===== config.mk =====
export PLATFORM = sky130hd
export DESIGN_NAME = fir_out_quantizer_flat
export DESIGN_NICKNAME = d
export VERILOG_FILES = /design/src/rtl/fir_out_quantizer_if.sv /design/src/rtl/fir_out_quantizer.sv /design/src/flat_wrapper.sv
export SDC_FILE = /design/constraint.sdc
export NUM_CORES = 1
export LEC_CHECK = 0
export CORE_MARGIN = 2
export CORE_UTILIZATION = 58
export DETAILED_ROUTE_END_ITERATION = 16
export GPL_ROUTABILITY_DRIVEN = 0
export PLACE_DENSITY = 0.86
export SLEW_MARGIN = 30
export SYNTH_ARGS = -nofsm -noshare
export SYNTH_HDL_FRONTEND = slang
export SYNTH_SLANG_ARGS = --single-unit

===== constraint.sdc =====
create_clock -name clk -period 9.45 [get_ports clk]
set_input_delay 2.835 -clock clk [delete_from_list [all_inputs] [get_ports clk]]
set_output_delay 2.835 -clock clk [all_outputs]
set_load 0.02 [all_outputs]

===== src/rtl/fir_out_quantizer_if.sv =====
// Stream bundle between the FIR accumulator, the output quantizer and the sample sink.
// The quantizer uses the slave view; the driving side (accumulator plus sink) uses the master view.
interface fir_out_quantizer_if #(
    parameter int ACCUBITS = 41
);
    logic                in_valid;
    logic                in_ready;
    logic [ACCUBITS-1:0] in_data;
    logic                out_valid;
    logic                out_ready;
    logic [15:0]         out_sample;
    logic [15:0]         sat_count;

    modport master (
        output in_valid, in_data, out_ready,
        input  in_ready, out_valid, out_sample, sat_count
    );

    modport slave (
        input  in_valid, in_data, out_ready,
        output in_ready, out_valid, out_sample, sat_count
    );
endinterface


===== src/rtl/fir_out_quantizer.sv =====
// Rounds, shifts and saturates signed FIR accumulator results to 16 bits.
// Results pass through one register stage into a small credit-protected output FIFO.
module fir_out_quantizer #(
    parameter int ACCUBITS   = 41,
    parameter int SHIFT      = 15,
    parameter int FIFO_DEPTH = 4
) (
    input  logic                clk,
    input  logic                rst,
    fir_out_quantizer_if.slave  bus
);
    localparam int AW = $clog2(FIFO_DEPTH);
    localparam int SW = ACCUBITS + 1;
    localparam logic signed [SW-1:0] RND  = SW'((SHIFT > 0) ? (64'd1 << (SHIFT - 1)) : 64'd0);
    localparam logic signed [SW-1:0] MAXV = SW'(32767);
    localparam logic signed [SW-1:0] MINV = SW'(-32768);

    logic              r_s1_valid;
    logic [15:0]       r_s1_data;
    logic [15:0]       r_mem [FIFO_DEPTH];
    logic [AW-1:0]     r_wr_ptr;
    logic [AW-1:0]     r_rd_ptr;
    logic [AW:0]       r_count;
    logic [15:0]       r_sat_count;

    logic signed [SW-1:0] w_sum;
    logic signed [SW-1:0] w_q;
    logic                 w_sat_hi;
    logic                 w_sat_lo;
    logic [15:0]          w_qsample;
    logic [AW+1:0]        w_occupancy;
    logic                 w_accept;
    logic                 w_push;
    logic                 w_pop;

    // Widen by one bit so the rounding constant can never overflow the sum.
    always_comb begin
        w_sum     = $signed({bus.in_data[ACCUBITS-1], bus.in_data}) + RND;
        w_q       = w_sum >>> SHIFT;
        w_sat_hi  = (w_q > MAXV);
        w_sat_lo  = (w_q < MINV);
        w_qsample = w_sat_hi ? 16'h7FFF : (w_sat_lo ? 16'h8000 : w_q[15:0]);
    end

    // Handshake: a word moves on every rising edge where valid && ready. in_ready and
    // out_valid come from registers only, so neither side sees a combinational loop.
    // in_ready counts the s1 word as already occupying a FIFO slot, which reserves its space.
    always_comb begin
        w_occupancy    = {1'b0, r_count} + (AW+2)'(r_s1_valid);
        bus.in_ready   = (w_occupancy < (AW+2)'(FIFO_DEPTH));
        bus.out_valid  = (r_count != '0);
        bus.out_sample = bus.out_valid ? r_mem[r_rd_ptr] : 16'h0000;
        bus.sat_count  = r_sat_count;
        w_accept       = bus.in_valid && bus.in_ready;
        w_push         = r_s1_valid;
        w_pop          = bus.out_valid && bus.out_ready;
    end

    always_ff @(posedge clk) begin
        if (!rst) begin
            r_s1_valid  <= 1'b0;
            r_s1_data   <= 16'h0000;
            r_wr_ptr    <= '0;
            r_rd_ptr    <= '0;
            r_count     <= '0;
            r_sat_count <= 16'h0000;
        end else begin
            r_s1_valid <= w_accept;
            if (w_accept) begin
                r_s1_data <= w_qsample;
            end
            if (w_accept && (w_sat_hi || w_sat_lo) && (r_sat_count != 16'hFFFF)) begin
                r_sat_count <= r_sat_count + 16'd1;
            end
            if (w_push) begin
                r_wr_ptr <= r_wr_ptr + 1'b1;
            end
            if (w_pop) begin
                r_rd_ptr <= r_rd_ptr + 1'b1;
            end
            case ({w_push, w_pop})
                2'b10:   r_count <= r_count + 1'b1;
                2'b01:   r_count <= r_count - 1'b1;
                default: r_count <= r_count;
            endcase
        end
    end

    // Storage needs no reset; entries are only visible through r_count.
    always_ff @(posedge clk) begin
        if (rst && w_push) begin
            r_mem[r_wr_ptr] <= r_s1_data;
        end
    end
endmodule


===== src/flat_wrapper.sv =====
// flat-port wrapper written by rule: the top's interface ports become plain ports
module fir_out_quantizer_flat 
#(
    parameter int ACCUBITS   = 41,
    parameter int SHIFT      = 15,
    parameter int FIFO_DEPTH = 4
)
  (clk, rst, bus_in_valid, bus_in_data, bus_out_ready, bus_in_ready, bus_out_valid, bus_out_sample, bus_sat_count);
  fir_out_quantizer_if #(.ACCUBITS(ACCUBITS)) bus_i ();
  input  logic clk;
  input  logic rst;
  input wire logic [$bits(bus_i.in_valid)-1:0] bus_in_valid;
  input wire logic [$bits(bus_i.in_data)-1:0] bus_in_data;
  input wire logic [$bits(bus_i.out_ready)-1:0] bus_out_ready;
  output wire logic [$bits(bus_i.in_ready)-1:0] bus_in_ready;
  output wire logic [$bits(bus_i.out_valid)-1:0] bus_out_valid;
  output wire logic [$bits(bus_i.out_sample)-1:0] bus_out_sample;
  output wire logic [$bits(bus_i.sat_count)-1:0] bus_sat_count;
  assign bus_i.in_valid = bus_in_valid;
  assign bus_i.in_data = bus_in_data;
  assign bus_i.out_ready = bus_out_ready;
  assign bus_in_ready = bus_i.in_ready;
  assign bus_out_valid = bus_i.out_valid;
  assign bus_out_sample = bus_i.out_sample;
  assign bus_sat_count = bus_i.sat_count;
  fir_out_quantizer #(.ACCUBITS(ACCUBITS), .SHIFT(SHIFT), .FIFO_DEPTH(FIFO_DEPTH)) u_core (.clk(clk), .rst(rst), .bus(bus_i));
endmodule

---- Yosys cells after proc, flatten, opt, wreduce, memory -nomap -nowiden ----
Memory sizes are Yosys's and may differ from the RTL's. A register that Yosys moved wholly into a read port is not among the register bits.
Cells that the tools add are included.
word-level totals
  flip-flop bits (word level) ............. 40
  memory bits (writable) .................. 64
  input bits .............................. 45
  output and inout bits ................... 34
  logic and storage cells ................. 36
  memories kept ........................... 1
memory list
  name          words  bits a word  rd ports  clocked after Yosys merged registers in  write ports  line                     RTL
  u_core.r_mem  4      16           1         1                                        1            fir_out_quantizer.sv:20  logic [15:0] r_mem [FIFO_DEPTH];
operators by class
  $add $sub $neg .......................... 7
  order comparisons ....................... 3
  equal/unequal tests ..................... 3
  multiplexer cells ....................... 8
  reductions and logical operators ........ 8
operators with widths
  cell                    count
  $mux 16                 3
  $add 41x16->42 const B  1
  $gt 27x16->1 const B    1
  $lt 27x16->1 const B    1
  $add 16x1->16 const B   1
  $ne 16x16->1 const B    1
  $pmux 3 s2              1
  $logic_and 1x1->1       5
  $add 2x1->2 const B     2
  $add 3x1->4             1
  $lt 4x3->1 const B      1
  $mux 2                  2
  $add 3x1->3 const B     1
  $reduce_bool 3->1       1
  $sub 3x1->3 const B     1
  $eq 2x1->1 const B      1
  $eq 2x2->1 const B      1
  $mux 1                  2
  $reduce_bool 2->1       1
  $logic_or 1x1->1        1

---- Depth between registers and ports, before layout ----
  depth after elaboration ................. 5
  gate-level depth with buffers ........... 9

---- Worst setup path after synthesis ----
OpenSTA, ideal clock, no wires.
  kind .................................... input to register
  start ................................... input bus_in_data[22]
  end ..................................... register u_core.r_s1_data[7]
  library setup time ...................... 122 ps
  data arrival time ....................... 4788 ps
  required time ........................... 9328 ps
  setup slack ............................. 4540 ps
  stages on the path ...................... 8
  path buffers ............................ 1
  cells stage by stage .................... and4_1 > nor4b_4 > nand3_1 > or4b_4 > a211oi_4 > nor4_4 > buf_6 > a221o_1
between the ends
  cells in the longest elaborated chain, start to end .. 4
  elaborated cells on any way between the ends .. 5
RTL lines
  element               line                     RTL
  from (decl)           flat_wrapper.sv:13       input wire logic [$bits(bus_i.in_data)-1:0] bus_in_data;
  $add 41x16->42 *      fir_out_quantizer.sv:38  w_sum = $signed({bus.in_data[ACCUBITS-1], bus.in_data}) + RND;
  $lt 27x16->1          fir_out_quantizer.sv:41  w_sat_lo = (w_q < MINV);
  $mux 16               fir_out_quantizer.sv:42  w_qsample = w_sat_hi ? 16'h7FFF : (w_sat_lo ? 16'h8000 : w_q[15:0]);
  $mux 16 *             fir_out_quantizer.sv:42
  to (signal assigned)  fir_out_quantizer.sv:70  r_s1_data <= w_qsample;
  to (decl)             fir_out_quantizer.sv:19  logic [15:0] r_s1_data;
Every way passes the cells marked *; elsewhere a longest branch is shown, timed or not.
A chain may end at the register's enable or synchronous reset.

---- Worst setup path in the final report ----
  start ................................... input bus_in_data[24]
  end ..................................... register u_core.r_sat_count[0], in the netlist u_core.bus.sat_count[0]
between the ends
  cells in the longest elaborated chain, start to end .. 5
  elaborated cells on any way between the ends .. 6
RTL lines
  element                                              line                                              RTL
  $add 41x16->42 *                                     fir_out_quantizer.sv:38
  $gt 27x16->1 / $lt 27x16->1 (equally long branches)  fir_out_quantizer.sv:40, fir_out_quantizer.sv:41
  $logic_or 1x1->1 *                                   fir_out_quantizer.sv:72                           if (w_accept && (w_sat_hi || w_sat_lo) && (r_sat_count != 16'hFFFF)) begin
  $logic_and 1x1->1 * (2 in series)                    fir_out_quantizer.sv:72
  to (signal assigned)                                 fir_out_quantizer.sv:73                           r_sat_count <= r_sat_count + 16'd1;
  to (decl)                                            fir_out_quantizer.sv:24                           logic [15:0] r_sat_count;
Marked as above.

==> impl_metrics.env <==
export IMPL_status="completed"
export IMPL_synth_xor_area_frac=0.03569
export IMPL_synth_seq_cells=106
export IMPL_grt_setup_unrepaired="false"
export IMPL_fin_crit_sh=0.6050
export IMPL_synth_warnings=0
export IMPL_synth_most_common_cell="edfxtp_1"
export IMPL_finalCriticalPeriod_ns=5.718
export IMPL_first_iter_violations=177
export IMPL_die_x_um=96.00
export IMPL_nets=502
export IMPL_ys_top_cells_by_area="edfxtp_1 (39%), dfxtp_1 (17%), mux4_2 (7.3%), a221o_1 (2.9%), and2_1 (2.2%)"
export IMPL_synth_cell_types=55
export IMPL_relSlewSlack=0.3867
export IMPL_post_place_ws_ns=3.267
export IMPL_fin_skew_ns=0.01327
export IMPL_hold_viol=0
export IMPL_hpwlAfterDp_um=6794
export IMPL_r2r_start="u_core.r_s1_valid"
export IMPL_numCtsBuffers=9
export IMPL_row_count=33
export IMPL_clock_path_buffers=2
export IMPL_grt_start_max_net_pins=28
export IMPL_totalWireLength_um=9461
export IMPL_synth_top_flop_cell="edfxtp_1"
export IMPL_drc_errors=0
export IMPL_diodes=0
export IMPL_crit_arrival_ns=6.01
export IMPL_cts_tree="done"
export IMPL_cts_setup_buffers=0
export IMPL_cts_sinks=106
export IMPL_drive_gt1_frac=0.1035
export IMPL_hold_end="u_core.bus.sat_count[10]"
export IMPL_syn_area_um2=4908
export IMPL_grt_usage=0.2201
export IMPL_path_max_fanout=13
export IMPL_ios=79
export IMPL_p_leak_uw=0.001926
export IMPL_yosys_area_top_type="edfxtp_1"
export IMPL_dieArea_um2=9215
export IMPL_htreeDepth=3
export IMPL_tightest_slew_ns=0.9139
export IMPL_design_area_um2=5797
export IMPL_grt_first_pass_wirelength_um=15330
export IMPL_vias=3293
export IMPL_slew_violations=0
export IMPL_synth_mux_area_frac=0.09381
export IMPL_via_per_inst=5.891
export IMPL_cts_hold_buf=0
export IMPL_p_per_area_nw_per_um2=201.3
export IMPL_syn_avg_cell_area_um2=12.55
export IMPL_area_growth_pct=18.10
export IMPL_insertion_delay_ns=0.36
export IMPL_hold_class="reg2reg"
export IMPL_portBuffers=64
export IMPL_ir_worst_vdd_uv=100.1
export IMPL_antenna_found_initial=0
export IMPL_holdCritStartpoint="u_core.bus.sat_count[10]"
export IMPL_setup_viol=0
export IMPL_first_pass_iters=4
export IMPL_synth_compound_area_frac=0.09024
export IMPL_wl_per_cell_um=16.92
export IMPL_grt_overflow=0
export IMPL_rrSetupSlack_ns=6.91
export IMPL_nFillCells=566
export IMPL_cts_root_buf="clkbuf_8"
export IMPL_reg2reg_to="u_core.bus.sat_count[13]"
export IMPL_die_h_um=96.00
export IMPL_synthSimpleGateAreaFrac=0.1665
export IMPL_synth_top_cells_by_count="edfxtp_1 (64), dfxtp_1 (42), nand2_1 (28)"
export IMPL_synth_edf_count=64
export IMPL_maxCapViolations=0
export IMPL_synth_adder_area_share=0.02192
export IMPL_end_kind="flop"
export IMPL_synth_top_cell_area_share=0.3915
export IMPL_timing_fmax_mhz=174.9
export IMPL_path_clk_slew_ns=0.11
export IMPL_synth_nets=444
export IMPL_coreArea_um2=8217
export IMPL_holdPathStages=2
export IMPL_first_global_vias=3158
export IMPL_start_util=0.5974
export IMPL_yosysSeqAreaShare=0.5628
export IMPL_final_antenna_net_count=0
export IMPL_worstPathRequired_ns=9.75
export IMPL_placed_area_um2=5592
export IMPL_r2r_worst_path_cells=7
export IMPL_synth_top_family_by_area="simple AND/OR/NAND/NOR gates"
export IMPL_synth_async_sr_flop_share=0
export IMPL_crit_type="in2reg"
export IMPL_cp_start_kind="input port"
export IMPL_fin_setup_tns_ns=0
export IMPL_post_cts_resized=0
export IMPL_fin_ws_ns=3.732
export IMPL_syn_inst=391
-- state kept, by name, indices dropped and copies added, names as in the netlist, named ones only --
name and flops:
u_core.bus.sat_count 16, u_core.r_count 3, u_core.r_mem 64, u_core.r_rd_ptr 2, u_core.r_s1_data 16, u_core.r_s1_valid 1
u_core.r_wr_ptr 2
-- through the flow --
stage | cells | power [µW] | hold WS, ns | utilization
floorplan | 391 | 780.6 | 0.4600 | -
global placement | 542 | 901.3 | 0.4604 | 0.6804
detailed placement | 542 | 917.0 | 0.4680 | 0.6805
CTS | 558 | 1175 | 0.4912 | 0.7037
global route | 559 | 1225 | 0.5049 | 0.7055
finish | 559 | 1167 | 0.4910 | 0.7055
-- critical path, cell delays in order --
cell	delay (ns)
clkdlybuf4s50_1	0.56
nand4_1	0.18
or3_1	0.48
or3_1	0.33
a2111o_1	0.52
o21ai_1	0.75
o21ai_0	0.19
a21oi_1	0.15
-- worst max-delay path by stage --
stage / start / endpoint / slack (ns) / depth (start not counted)
after global placement: bus_in_data[22] / u_core.r_s1_data[10] / 3.34 / 8
after detailed placement: bus_in_data[22] / u_core.r_s1_data[10] / 3.27 / 8
after global routing: bus_in_data[15] / u_core.bus.sat_count[1] / 3.48 / 9
after CTS: bus_in_data[22] / u_core.r_s1_data[10] / 3.64 / 8
final: bus_in_data[24] / u_core.bus.sat_count[0] / 3.73 / 8
after floorplan: bus_in_data[22] / u_core.r_s1_data[7] / 4.54 / 8
-- logic make-up (layout without fill, tap and decap cells) --
logic type | after synthesis | in the layout
buf+inv | 32 | 95
xor+xnor | 20 | 20
fa+ha+maj | 8 | 8
flops | 106 | 106
compound gates | 58 | 58
mux | 26 | 26
simple gates | 141 | 141
-- area by class of cell --
| class | instances | area, µm² | share of cell area |
|---|---|---|---|
| Clock buffer | 9 | 123.9 | 0.02137 |
| Clock inverter | 7 | 66.31 | 0.01144 |
| Inverter | 14 | 52.55 | 0.009065 |
| Timing Repair Buffer | 65 | 651.9 | 0.1125 |
| Sequential cell | 106 | 2764 | 0.4768 |
| Tap cell | 105 | 131.4 | 0.02266 |
| Multi-Input combinational cell | 253 | 2007 | 0.3462 |
-- cell usage in the layout, fill, tap and decap left out, drive strengths merged, types with 2 or more instances in the layout --
master and instances:
and4 3, and3 8, nor2 21, edfxtp 64, or4 6, a21oi 13, a221o 14, clkbuf 9
or3 8, o221ai 2, o31ai 4, o21a 2, nand2 28, clkinv 3, nor3 11, nand4 6
nand2b 6, mux2i 10, mux4 16, and2 17, ha 7, o21ai 10, nor4b 2, xor2 9
nand3 15, o211ai 3, xnor2 11, clkdlybuf4s50 64, or2 2, nor4 4, or4b 2, a31oi 2
dfxtp 42, inv 18
-- report_power, final --
group          internal (µW)  leakage (µW)  switching, µW  total, µW
Clock                    103     0.0000982            161        264
Sequential               529      0.000933           47.0        576
Combinational            171      0.000895            156        327
-- metal layers --
metal / global-route usage / vias up / part of all wire
met5: 0 / - / 0
met2: 0.3686 / 102 / 0.50
met3: 0.03602 / 10 / 0.040
met4: 0.08333 / 0 / 0.013
li1: - / 1605 / -
met1: 0.2888 / 1576 / 0.45
No activity file was read; power rests on OpenSTA's default activity.
